$ cat config.mk
export PLATFORM = sky130hd
export DESIGN_NAME = seg7_scan_display
export DESIGN_NICKNAME = d
export VERILOG_FILES = /design/src/rtl/seg7_pkg.sv /design/src/rtl/seg7_bin2bcd.sv /design/src/rtl/seg7_scan_display.sv
export SDC_FILE = /design/constraint.sdc
export NUM_CORES = 1
export LEC_CHECK = 0
export ABC_AREA = 1
export CAP_MARGIN = 20
export CORE_MARGIN = 2
export CORE_UTILIZATION = 45
export CTS_CLUSTER_SIZE = 30
export DETAILED_ROUTE_END_ITERATION = 8
export PLACE_DENSITY = 0.8
export SETUP_SLACK_MARGIN = 0.1
export SLEW_MARGIN = 20
export SYNTH_ARGS = -nofsm -noshare
export SYNTH_HDL_FRONTEND = slang
export SYNTH_SLANG_ARGS = --single-unit
$ cat constraint.sdc
create_clock -name CLK50MHZ -period 3.6 [get_ports CLK50MHZ]
set_input_delay 0.72 -clock CLK50MHZ [delete_from_list [all_inputs] [get_ports CLK50MHZ]]
set_output_delay 0.72 -clock CLK50MHZ [all_outputs]
set_load 0.03 [all_outputs]
$ cat src/rtl/seg7_pkg.sv
// rtl/seg7_pkg.sv - segment patterns, constant helpers and converter states for seg7_scan_display
package seg7_pkg;

  // Active-low {CA..CG} patterns
  localparam logic [6:0] SEG_0     = 7'b0000001;
  localparam logic [6:0] SEG_1     = 7'b1001111;
  localparam logic [6:0] SEG_2     = 7'b0010010;
  localparam logic [6:0] SEG_3     = 7'b0000110;
  localparam logic [6:0] SEG_4     = 7'b1001100;
  localparam logic [6:0] SEG_5     = 7'b0100100;
  localparam logic [6:0] SEG_6     = 7'b0100000;
  localparam logic [6:0] SEG_7     = 7'b0001111;
  localparam logic [6:0] SEG_8     = 7'b0000000;
  localparam logic [6:0] SEG_9     = 7'b0001100;
  localparam logic [6:0] SEG_DASH  = 7'b1111110;
  localparam logic [6:0] SEG_BLANK = 7'b1111111;

  typedef enum logic [1:0] {IDLE, LOAD, SHIFT, STORE} conv_state_t;

  function automatic logic [63:0] pow10(input int n);
    logic [63:0] r;
    r = 64'd1;
    for (int i = 0; i < n; i++) r = r * 64'd10;
    return r;
  endfunction

  // ceil(log2(n)), never less than 1 so it can size a register
  function automatic int clog2(input int n);
    int r;
    r = 1;
    for (int i = 1; i < 31; i++) if ((1 << i) < n) r = i + 1;
    return r;
  endfunction

  // BCD nibble to pattern; 10..15 never come out of the converter and stay dark
  function automatic logic [6:0] seg_of_nibble(input logic [3:0] n);
    logic [6:0] r;
    case (n)
      4'd0: r = SEG_0;
      4'd1: r = SEG_1;
      4'd2: r = SEG_2;
      4'd3: r = SEG_3;
      4'd4: r = SEG_4;
      4'd5: r = SEG_5;
      4'd6: r = SEG_6;
      4'd7: r = SEG_7;
      4'd8: r = SEG_8;
      4'd9: r = SEG_9;
      default: r = SEG_BLANK;
    endcase
    return r;
  endfunction

endpackage

$ cat src/rtl/seg7_bin2bcd.sv
// rtl/seg7_bin2bcd.sv - sequential double-dabble binary to BCD converter with overflow flag
module seg7_bin2bcd
  import seg7_pkg::*;
#(
  parameter int BIN_W = 32,
  parameter int N_BCD = 2
) (
  input  logic                 clk,
  input  logic                 rst_n,
  input  logic                 start,
  input  logic [BIN_W-1:0]     value,
  output logic                 done,
  output logic [4*N_BCD-1:0]   bcd,
  output logic                 ovf
);

  localparam int CNT_W = clog2(BIN_W);
  localparam logic [63:0] LIMIT = pow10(N_BCD) - 64'd1;

  conv_state_t        state;
  logic [BIN_W-1:0]   bin_q;
  logic [4*N_BCD-1:0] bcd_q;
  logic [4*N_BCD-1:0] bcd_adj;
  logic [CNT_W-1:0]   cnt;
  logic               ovf_q;
  logic               done_q;

  // add-3 correction on every nibble of 5 or more before the next shift
  always_comb begin
    bcd_adj = bcd_q;
    for (int i = 0; i < N_BCD; i++) begin
      if (bcd_q[4*i +: 4] >= 4'd5) bcd_adj[4*i +: 4] = bcd_q[4*i +: 4] + 4'd3;
    end
  end

  // IDLE -> LOAD -> SHIFT (BIN_W cycles) -> STORE -> LOAD ...; done is high during STORE
  always_ff @(posedge clk or negedge rst_n) begin
    if (!rst_n) begin
      state  <= IDLE;
      bin_q  <= '0;
      bcd_q  <= '0;
      cnt    <= '0;
      ovf_q  <= 1'b0;
      done_q <= 1'b0;
    end else begin
      done_q <= 1'b0;
      case (state)
        IDLE: if (start) state <= LOAD;
        LOAD: begin
          bin_q <= value;
          bcd_q <= '0;
          cnt   <= '0;
          ovf_q <= {{64{1'b0}}, value} > {{BIN_W{1'b0}}, LIMIT};
          state <= SHIFT;
        end
        SHIFT: begin
          bcd_q <= {bcd_adj[4*N_BCD-2:0], bin_q[BIN_W-1]};
          bin_q <= bin_q << 1;
          cnt   <= cnt + CNT_W'(1);
          if (cnt == CNT_W'(BIN_W - 1)) begin
            state  <= STORE;
            done_q <= 1'b1;
          end
        end
        STORE: state <= start ? LOAD : IDLE;
        default: state <= IDLE;
      endcase
    end
  end

  assign done = done_q;
  assign bcd  = bcd_q;
  assign ovf  = ovf_q;

endmodule

$ cat src/rtl/seg7_scan_display.sv
// rtl/seg7_scan_display.sv - multiplexed 7-segment driver with shared BCD converter, PWM and masks
module seg7_scan_display
  import seg7_pkg::*;
#(
  parameter int CLK_HZ           = 50_000_000,
  parameter int REFRESH_HZ       = 1000,
  parameter int N_FIELDS         = 3,
  parameter int DIGITS_PER_FIELD = 2,
  parameter int BIN_W            = 32,
  parameter int LZ_SUPPRESS      = 1
) (
  input  logic                                   CLK50MHZ,
  input  logic                                   RESETN,
  input  logic [N_FIELDS*BIN_W-1:0]              values,
  input  logic [N_FIELDS*DIGITS_PER_FIELD-1:0]   blank_mask,
  input  logic [N_FIELDS*DIGITS_PER_FIELD-1:0]   dp_mask,
  input  logic [2:0]                             brightness,
  output logic [6:0]                             SEG,
  output logic                                   DP,
  output logic [N_FIELDS*DIGITS_PER_FIELD-1:0]   AN,
  output logic                                   frame_done
);

  localparam int ND    = N_FIELDS * DIGITS_PER_FIELD;
  localparam int DIV   = CLK_HZ / (REFRESH_HZ * ND);
  localparam int CNT_W = clog2(DIV);
  localparam int IDX_W = clog2(ND);
  localparam int FLD_W = clog2(N_FIELDS);
  localparam int PW    = CNT_W + 4;

  if (DIV < 8) begin : g_div_check
    $error("seg7_scan_display: slot divider must be at least 8");
  end

  logic [CNT_W-1:0] cnt;
  logic [IDX_W-1:0] idx;
  logic [2:0]       bright_q;
  logic             slot_end;
  logic [PW-1:0]    on_prod;
  logic             lit;

  assign slot_end = (cnt == CNT_W'(DIV - 1));

  // slot counter, digit index and brightness snapshot taken at slot start
  always_ff @(posedge CLK50MHZ or negedge RESETN) begin
    if (!RESETN) begin
      cnt      <= '0;
      idx      <= '0;
      bright_q <= '0;
    end else begin
      if (cnt == '0) bright_q <= brightness;
      if (slot_end) begin
        cnt <= '0;
        idx <= (idx == IDX_W'(ND - 1)) ? '0 : idx + IDX_W'(1);
      end else begin
        cnt <= cnt + CNT_W'(1);
      end
    end
  end

  // cnt < ((b+1)*DIV)>>3 rewritten as 8*(cnt+1) <= (b+1)*DIV; true at cnt 0 for any b since DIV >= 8
  assign on_prod = (PW'(bright_q) + PW'(1)) * PW'(DIV);
  assign lit     = (PW'({cnt, 3'b000}) + PW'(8)) <= on_prod;

  logic [FLD_W-1:0]              fld;
  logic                          conv_done;
  logic                          conv_ovf;
  logic [4*DIGITS_PER_FIELD-1:0] conv_bcd;
  logic [BIN_W-1:0]              conv_value;

  assign conv_value = values[int'(fld)*BIN_W +: BIN_W];

  seg7_bin2bcd #(
    .BIN_W (BIN_W),
    .N_BCD (DIGITS_PER_FIELD)
  ) u_bin2bcd (
    .clk   (CLK50MHZ),
    .rst_n (RESETN),
    .start (1'b1),
    .value (conv_value),
    .done  (conv_done),
    .bcd   (conv_bcd),
    .ovf   (conv_ovf)
  );

  logic [3:0]          nib [ND];
  logic [N_FIELDS-1:0] ovf_f;

  // digit store: a field's nibbles and overflow flag are replaced together; 4'hF marks "nothing yet"
  always_ff @(posedge CLK50MHZ or negedge RESETN) begin
    if (!RESETN) begin
      fld   <= '0;
      ovf_f <= '0;
      for (int i = 0; i < ND; i++) nib[i] <= 4'hF;
    end else if (conv_done) begin
      for (int j = 0; j < DIGITS_PER_FIELD; j++)
        nib[IDX_W'(int'(fld) * DIGITS_PER_FIELD + j)] <= conv_bcd[4*j +: 4];
      ovf_f[fld] <= conv_ovf;
      fld <= (fld == FLD_W'(N_FIELDS - 1)) ? '0 : fld + FLD_W'(1);
    end
  end

  logic [ND-1:0] lz_dark;
  logic [ND-1:0] ovf_d;
  logic          run;

  // a digit is a leading zero when it and every higher digit of its field is zero (LSD excluded)
  always_comb begin
    lz_dark = '0;
    ovf_d   = '0;
    run     = 1'b0;
    for (int f = 0; f < N_FIELDS; f++) begin
      run = 1'b1;
      for (int j = DIGITS_PER_FIELD - 1; j >= 0; j--) begin
        run = run && (nib[f*DIGITS_PER_FIELD + j] == 4'd0);
        lz_dark[f*DIGITS_PER_FIELD + j] = run && (j != 0) && (LZ_SUPPRESS != 0);
        ovf_d[f*DIGITS_PER_FIELD + j]   = ovf_f[f];
      end
    end
  end

  logic [6:0] digit_seg;

  // pattern for the current digit: blank mask, then overflow dash, then leading zero, then number
  always_comb begin
    if (blank_mask[idx])   digit_seg = SEG_BLANK;
    else if (ovf_d[idx])   digit_seg = SEG_DASH;
    else if (lz_dark[idx]) digit_seg = SEG_BLANK;
    else                   digit_seg = seg_of_nibble(nib[idx]);
  end

  // registered pin drivers; segments and DP go dark whenever no anode is driven
  always_ff @(posedge CLK50MHZ or negedge RESETN) begin
    if (!RESETN) begin
      SEG        <= SEG_BLANK;
      DP         <= 1'b1;
      AN         <= '1;
      frame_done <= 1'b0;
    end else begin
      frame_done <= slot_end && (idx == IDX_W'(ND - 1));
      if (lit) begin
        AN  <= ~(ND'(1) << idx);
        SEG <= digit_seg;
        DP  <= ~dp_mask[idx];
      end else begin
        AN  <= '1;
        SEG <= SEG_BLANK;
        DP  <= 1'b1;
      end
    end
  end

endmodule

==> results.json, run 1 <==
{
  "outcome": "completed",
  "ys_seq_area_share_pct": 41.9,
  "rsz0062_at_grt": "true",
  "fin_crit_sh_pct": 98.1,
  "yosysMostFrequentCell": "nand2_1",
  "worstRegToRegCells": 20,
  "gr-usage-all-layers_pct": 21.8,
  "endpoint": "AN[1]",
  "drive_above_1_share_pct": 15.8,
  "path_max_fanout": 7,
  "r2r-end": "AN[1]",
  "yosysTopAreaCellShare_pct": 27.4,
  "wl_mm": 16.4,
  "synth_edf_count": 0,
  "clk_latency_ps": 420,
  "worstPathArrival_ps": 3890,
  "post_drt_wl_per_cell_microns": 13.6,
  "firstDrtPassIters": 5,
  "critPathLaunchType": "flop",
  "cts_tree": "built",
  "maxCapViolCount": 0,
  "cts-root-buf": "clkbuf_16",
  "finalMaxSlewViolations": 0,
  "final_cells": 1205,
  "avgSynthCellArea_sq_um": 7.83,
  "finalHoldViolCount": 0,
  "antenna_cells": 0,
  "die-area_sq_um": 16200,
  "cts.sinks": 113,
  "synth-main-ff-cell": "dfrtp_1",
  "via_count": 6103,
  "io_buffer_count": 127,
  "p_total_mw": 3.88,
  "grt_max_degree": 66,
  "gp_congestion": 0.836,
  "rows": 45,
  "grt_pass1_wl_mm": 28.2,
  "critPathLaunch": "bright_q[1]",
  "start_util_pct": 45.6,
  "holdBufCountCts": 0,
  "synth_common_cells": "nand2_1, inv_1, dfrtp_1",
  "clk_pin_slew_ps": 50,
  "synth_cells": 876,
  "synth_nets": 1035,
  "dp_hpwl_mm": 11.7,
  "tightest_slew_ps": 665,
  "htreeDepth": 4,
  "final_antenna_net_count": 0,
  "worst_slack_ps": 69.3,
  "core_sq_um": 15000,
  "max_freq_mhz": 283,
  "cts_buffers": 17,
  "worstHoldPathType": "in -> async",
  "p_leak_nw": 4.33,
  "rrSetupSlack_ps": 70,
  "setup_viol": 0,
  "ys_async_sr_fraction_pct": 100,
  "dp.cells": 1163,
  "ys_seq_elements": 113,
  "ys_types": 46,
  "area_growth_pct": 33.0,
  "fin_hold_ws_ps": 330,
  "r2r_start": "bright_q[1]",
  "crit_type": "reg -> reg",
  "yosys_warnings": 0,
  "first_iter_violations": 393,
  "synth_area_leaders": "dfrtp_1, nand2_1, dfstp_2",
  "cp-end-kind": "flop",
  "die_w_microns": 127,
  "max_slew_margin_pct": 55.6,
  "fin_crit_ps": 3530,
  "ios": 128,
  "syn_area_sq_um": 6860,
  "grt_antenna_before_repair": 0,
  "p_per_area_nw_per_um2": 425,
  "fin_skew_ps": 10.9,
  "post-place-ws_ps": -76.0,
  "die_y_microns": 127,
  "finalNetCount": 1165,
  "grt_pass1_vias": 6112,
  "viasPerCell": 5.06,
  "overflow": 0,
  "drc": 0,
  "yosysTopAreaCell": "dfrtp_1",
  "ir_drop_mv": 0.326,
  "clockBufferDepth": 2,
  "required_ps": 3950
}
-- cells in the final DEF, fill, tap and decap left out, drive strengths merged, types with 5 or more instances in the layout --
cell type      count
a21oi             37
buf               20
clkbuf            26
clkdlybuf4s50    126
dfrtp             75
dfstp             38
ha                45
inv               90
nand2            300
nand3             53
nor2              71
nor3              10
o211ai            25
o21ai             38
o22ai              5
xor2              17
-- repair_timing --
| item | in CTS | in global routing |
|---|---|---|
| setup endpoints to repair | 14 | 14 |
| buffers inserted | 8 | 3 |
| cloned | 1 | 0 |
| resized for setup | 18 | 13 |
| hold endpoints to repair | 0 | 0 |
| pin swaps | 16 | 16 |
-- state kept, by name, summed over array words and instances, names as in the netlist --
register	cells
cnt	14
ovf_f	3
fld	2
u_bin2bcd.cnt	5
AN	6
frame_done	1
u_bin2bcd.done	1
SEG	7
bright_q	3
u_bin2bcd.bin_q	32
u_bin2bcd.ovf	1
nib	24
idx	3
u_bin2bcd.bcd	8
DP	1
u_bin2bcd.state	2
-- critical path, cell delays in order (launching register included) --
cell	delay (ps)
dfrtp_2	460
ha_4	320
inv_6	40
ha_4	260
xnor2_2	100
ha_2	200
inv_2	40
fa_2	380
o21ai_2	130
a21oi_2	80
o21ai_2	160
xor2_1	90
ha_1	330
nand2_2	80
nor2_2	110
nand2_1	60
o211ai_1	100
nand4_1	170
nand3_4	170
nand2_8	100
nand2_2	60
-- logic make-up (layout without fill, tap and decap cells) --
logic type      Yosys count  count (layout)  synth area share [%]
xor+xnor                 20              20                  2.55
compound gates          123             123                  10.8
flops                   113             113                  41.9
simple gates            444             445                  28.1
fa+ha+maj                46              46                  8.50
mux                       3               3                 0.493
buf+inv                 127             267                  7.55
-- how the worst min path moves through the flow --
stage	endpoint	start	slack [ps]	cells past startpoint
6_report	cnt[12]	RESETN	330	1
3_5_place_dp	nib[4]	nib[4]	360	0
4_1_cts	cnt[13]	RESETN	350	1
5_1_grt	cnt[12]	RESETN	370	1
2_1_floorplan	bright_q[0]	RESETN	420	0
3_3_place_gp	nib[6]	nib[6]	360	0
-- through the flow --
stage | cell area (sq um) | setup TNS (ps) | util [%]
6_report | 9120 | 0 | 60.7
4_1_cts | 9030 | 0 | 60.1
2_1_floorplan | 6890 | 0 | -
3_3_place_gp | 8290 | 0 | 55.1
5_1_grt | 9120 | -1490 | 60.7
3_5_place_dp | 8290 | -740 | 55.1
-- power by group --
group	leakage (nW)	internal [mW]	total (mW)	switching, mW
logic	2.73	0.369	0.800	0.431
clock network	0.284	1.07	1.61	0.550
registers	1.32	1.40	1.46	0.0602
total	4.33	2.84	3.88	1.04
-- routing by layer --
| metal | track usage (%) | wire (microns) |
|---|---|---|
| met5 | 0 | 0 |
| met4 | 8.08 | 317 |
| met3 | 5.32 | 784 |
| met2 | 37.5 | 8020 |
| met1 | 26.6 | 7310 |
-- final cells by class --
cell class,instances,area (sq um)
inverter,91,347
clock inverter,4,47.5
sequential,113,2880
timing repair buffer,146,1420
multi-input combinational,637,3660
tap,188,235
fill,1292,5910
clock buffer,26,529
No activity file was read; power rests on OpenSTA's default activity.
==> run 2, diff against run 1 <==
--- a/config.mk
+++ b/config.mk
@@ -13,6 +13,7 @@
 export DETAILED_ROUTE_END_ITERATION = 8
 export PLACE_DENSITY = 0.8
 export SETUP_SLACK_MARGIN = 0.1
+export SKIP_LAST_GASP = 1
 export SLEW_MARGIN = 20
 export SYNTH_ARGS = -nofsm -noshare
 export SYNTH_HDL_FRONTEND = slang
==> results of run 2 <==
The final DEF is identical to that of run 1; final timing and power are the same.
==> run 3, diff against run 2 <==
--- a/config.mk
+++ b/config.mk
@@ -7,6 +7,7 @@
 export LEC_CHECK = 0
 export ABC_AREA = 1
 export CAP_MARGIN = 20
+export CORE_ASPECT_RATIO = 1.5
 export CORE_MARGIN = 2
 export CORE_UTILIZATION = 45
 export CTS_CLUSTER_SIZE = 30
@@ -18,3 +19,4 @@
 export SYNTH_ARGS = -nofsm -noshare
 export SYNTH_HDL_FRONTEND = slang
 export SYNTH_SLANG_ARGS = --single-unit
+export TNS_END_PERCENT = 50
==> run 3 against run 2 <==
Clock power is 9% higher. First-iteration DRC count is 29% lower. Final area is 0.77% higher. Count of clock-buffer cells in the layout is 1 lower. Power is 3.9% higher.
==> results.json, run 3 (synthesized netlist as in run 1, its figures left out) <==
{
  "grt_max_degree": 83,
  "core_sq_um": 15000,
  "critPathLaunchType": "flop",
  "met1_length_mm": 6.71,
  "rows": 55,
  "tightest_slew_ps": 878,
  "cp-end-kind": "flop",
  "maxCapViolCount": 0,
  "max_slew_margin_pct": 41.4,
  "grt_pass1_vias": 6283,
  "fin_crit_sh_pct": 98.2,
  "drive_above_1_share_pct": 16.0,
  "area_growth_pct": 34.0,
  "finalNetCount": 1167,
  "largest-register": "u_bin2bcd.bin_q",
  "worst_slack_ps": 64.9,
  "reg_top3": "u_bin2bcd.bin_q x32, nib x24, cnt x14",
  "p_leak_nw": 4.37,
  "final_antenna_net_count": 0,
  "cts_tree": "built",
  "fillers": 1319,
  "overflow": 0,
  "cts-root-buf": "clkbuf_16",
  "fin_skew_ps": 8.25,
  "via_count": 6190,
  "grt_pass1_wl_mm": 28.6,
  "start_util_pct": 45.7,
  "final_cell_mix": "nand2_1, clkdlybuf4s50_1, inv_1, dfrtp_1, nor2_1",
  "firstDrtPassIters": 4,
  "gp_congestion": 0.869,
  "cts_buffers": 17,
  "viasPerCell": 5.07,
  "max_freq_mhz": 283,
  "antenna_cells": 0,
  "die_w_microns": 105,
  "clk_latency_ps": 410,
  "design_area_sq_um": 9190,
  "setup_viol": 0,
  "cp_slowest_cell": "dfrtp_2",
  "clockBufferDepth": 2,
  "die_y_microns": 155,
  "required_ps": 3930,
  "first_iter_violations": 278,
  "post_drt_wl_per_cell_microns": 13.9,
  "dr_wl_met2_mm": 8.98,
  "grt_antenna_before_repair": 0,
  "final_cells": 1220,
  "largest_reg_flops": 32,
  "worstHoldPathType": "in -> async",
  "rsz0062_at_grt": "true",
  "p_per_area_nw_per_um2": 438,
  "gr-usage-all-layers_pct": 21.9,
  "cp_cell_sequence": "ha_4, inv_4, ha_4, xnor2_2, ha_2, inv_2, fa_2, buf_4, buf_4, xor2_1, ha_1, a21oi_1, nand2_1, nand2_1, o211ai_1, nand4_1, nand3_4, nand2_8, nand2_2",
  "die-area_sq_um": 16300,
  "place_area_sq_um": 8340,
  "finalHoldViolCount": 0,
  "post-place-ws_ps": -94.1,
  "routed.top_layer": "met4",
  "worstPathArrival_ps": 3870,
  "wl_met3_microns": 790,
  "outcome": "completed",
  "crit_type": "reg -> reg",
  "ios": 128,
  "layout_commonest_cell": "nand2_1",
  "finalMaxSlewViolations": 0,
  "fin_crit_ps": 3540,
  "dp_hpwl_mm": 12.5,
  "wl_mm": 16.9,
  "clk_pin_slew_ps": 50,
  "htreeDepth": 4,
  "io_buffer_count": 127,
  "path_max_fanout": 7,
  "ir_drop_mv": 0.337,
  "cts.sinks": 113,
  "drc": 0,
  "slowest_delay_ps": 450,
  "dp.cells": 1179
}
-- run 3: per-stage QoR --
stage / util (%) / hold slack, ps / power, mW / TNS (ps)
floorplan: - / 424 / 1.94 / 0
global placement: 55.6 / 358 / 2.21 / 0
detailed placement: 55.6 / 359 / 2.24 / -990
CTS: 60.8 / 255 / 4.04 / 0
global route: 61.3 / 271 / 4.24 / -2120
finish: 61.3 / 248 / 4.03 / 0
-- run 3: where the power goes --
group	total [mW]	internal, mW	switching [mW]
logic	0.800	0.363	0.437
clock network	1.76	1.19	0.569
registers	1.46	1.40	0.0635
total	4.03	2.96	1.07
-- run 3: routing by layer --
layer  GRT usage [%]  vias up
li1                -     3099
met1            23.8     2869
met2            40.3      191
met3            5.19       31
met4            9.40        0
met5               0        -
-- run 3: worst paths after layout --
kind | from | end | slack [ps] | depth (start not counted)
min in group CLK50MHZ | nib[4] | nib[4] | 370 | 0
hold / removal | RESETN | bright_q[2] | 250 | 1
setup reg to reg | bright_q[1] | AN[5] | 60 | 19
setup / recovery | bright_q[1] | AN[5] | 60 | 19
hold reg to reg | nib[4] | nib[4] | 370 | 0
max in group asynchronous | RESETN | nib[19] | 2550 | 2
-- run 3: cell type report --
class / count / area (sq um) / area share (%)
flip-flops and latches: 113 / 2880 / 31.3
well taps: 199 / 249 / 2.71
clock buffers: 25 / 549 / 5.98
clock inverters: 7 / 88.8 / 0.967
inverters: 91 / 344 / 3.74
repair buffers: 148 / 1440 / 15.7
multi-input cells: 637 / 3640 / 39.6
-- run 3: what timing repair did --
action | in CTS | in global routing
hold buffers | 0 | 0
pin swaps | 16 | 17
gates resized for setup | 18 | 11
gates cloned | 1 | 0
setup endpoints to repair | 14 | 14
setup buffers | 6 | 2
-- run 3: worst max-delay path, delay by kind of cell, from the launching register on --
family / cells / cell delay, ps
adder cells (fa/ha/maj): 5 / 1470
XOR/XNOR: 2 / 280
AND/OR/NAND/NOR: 6 / 630
flip-flops: 1 / 450
buffers and inverters: 4 / 370
AO/OA/AOI/OAI: 2 / 250
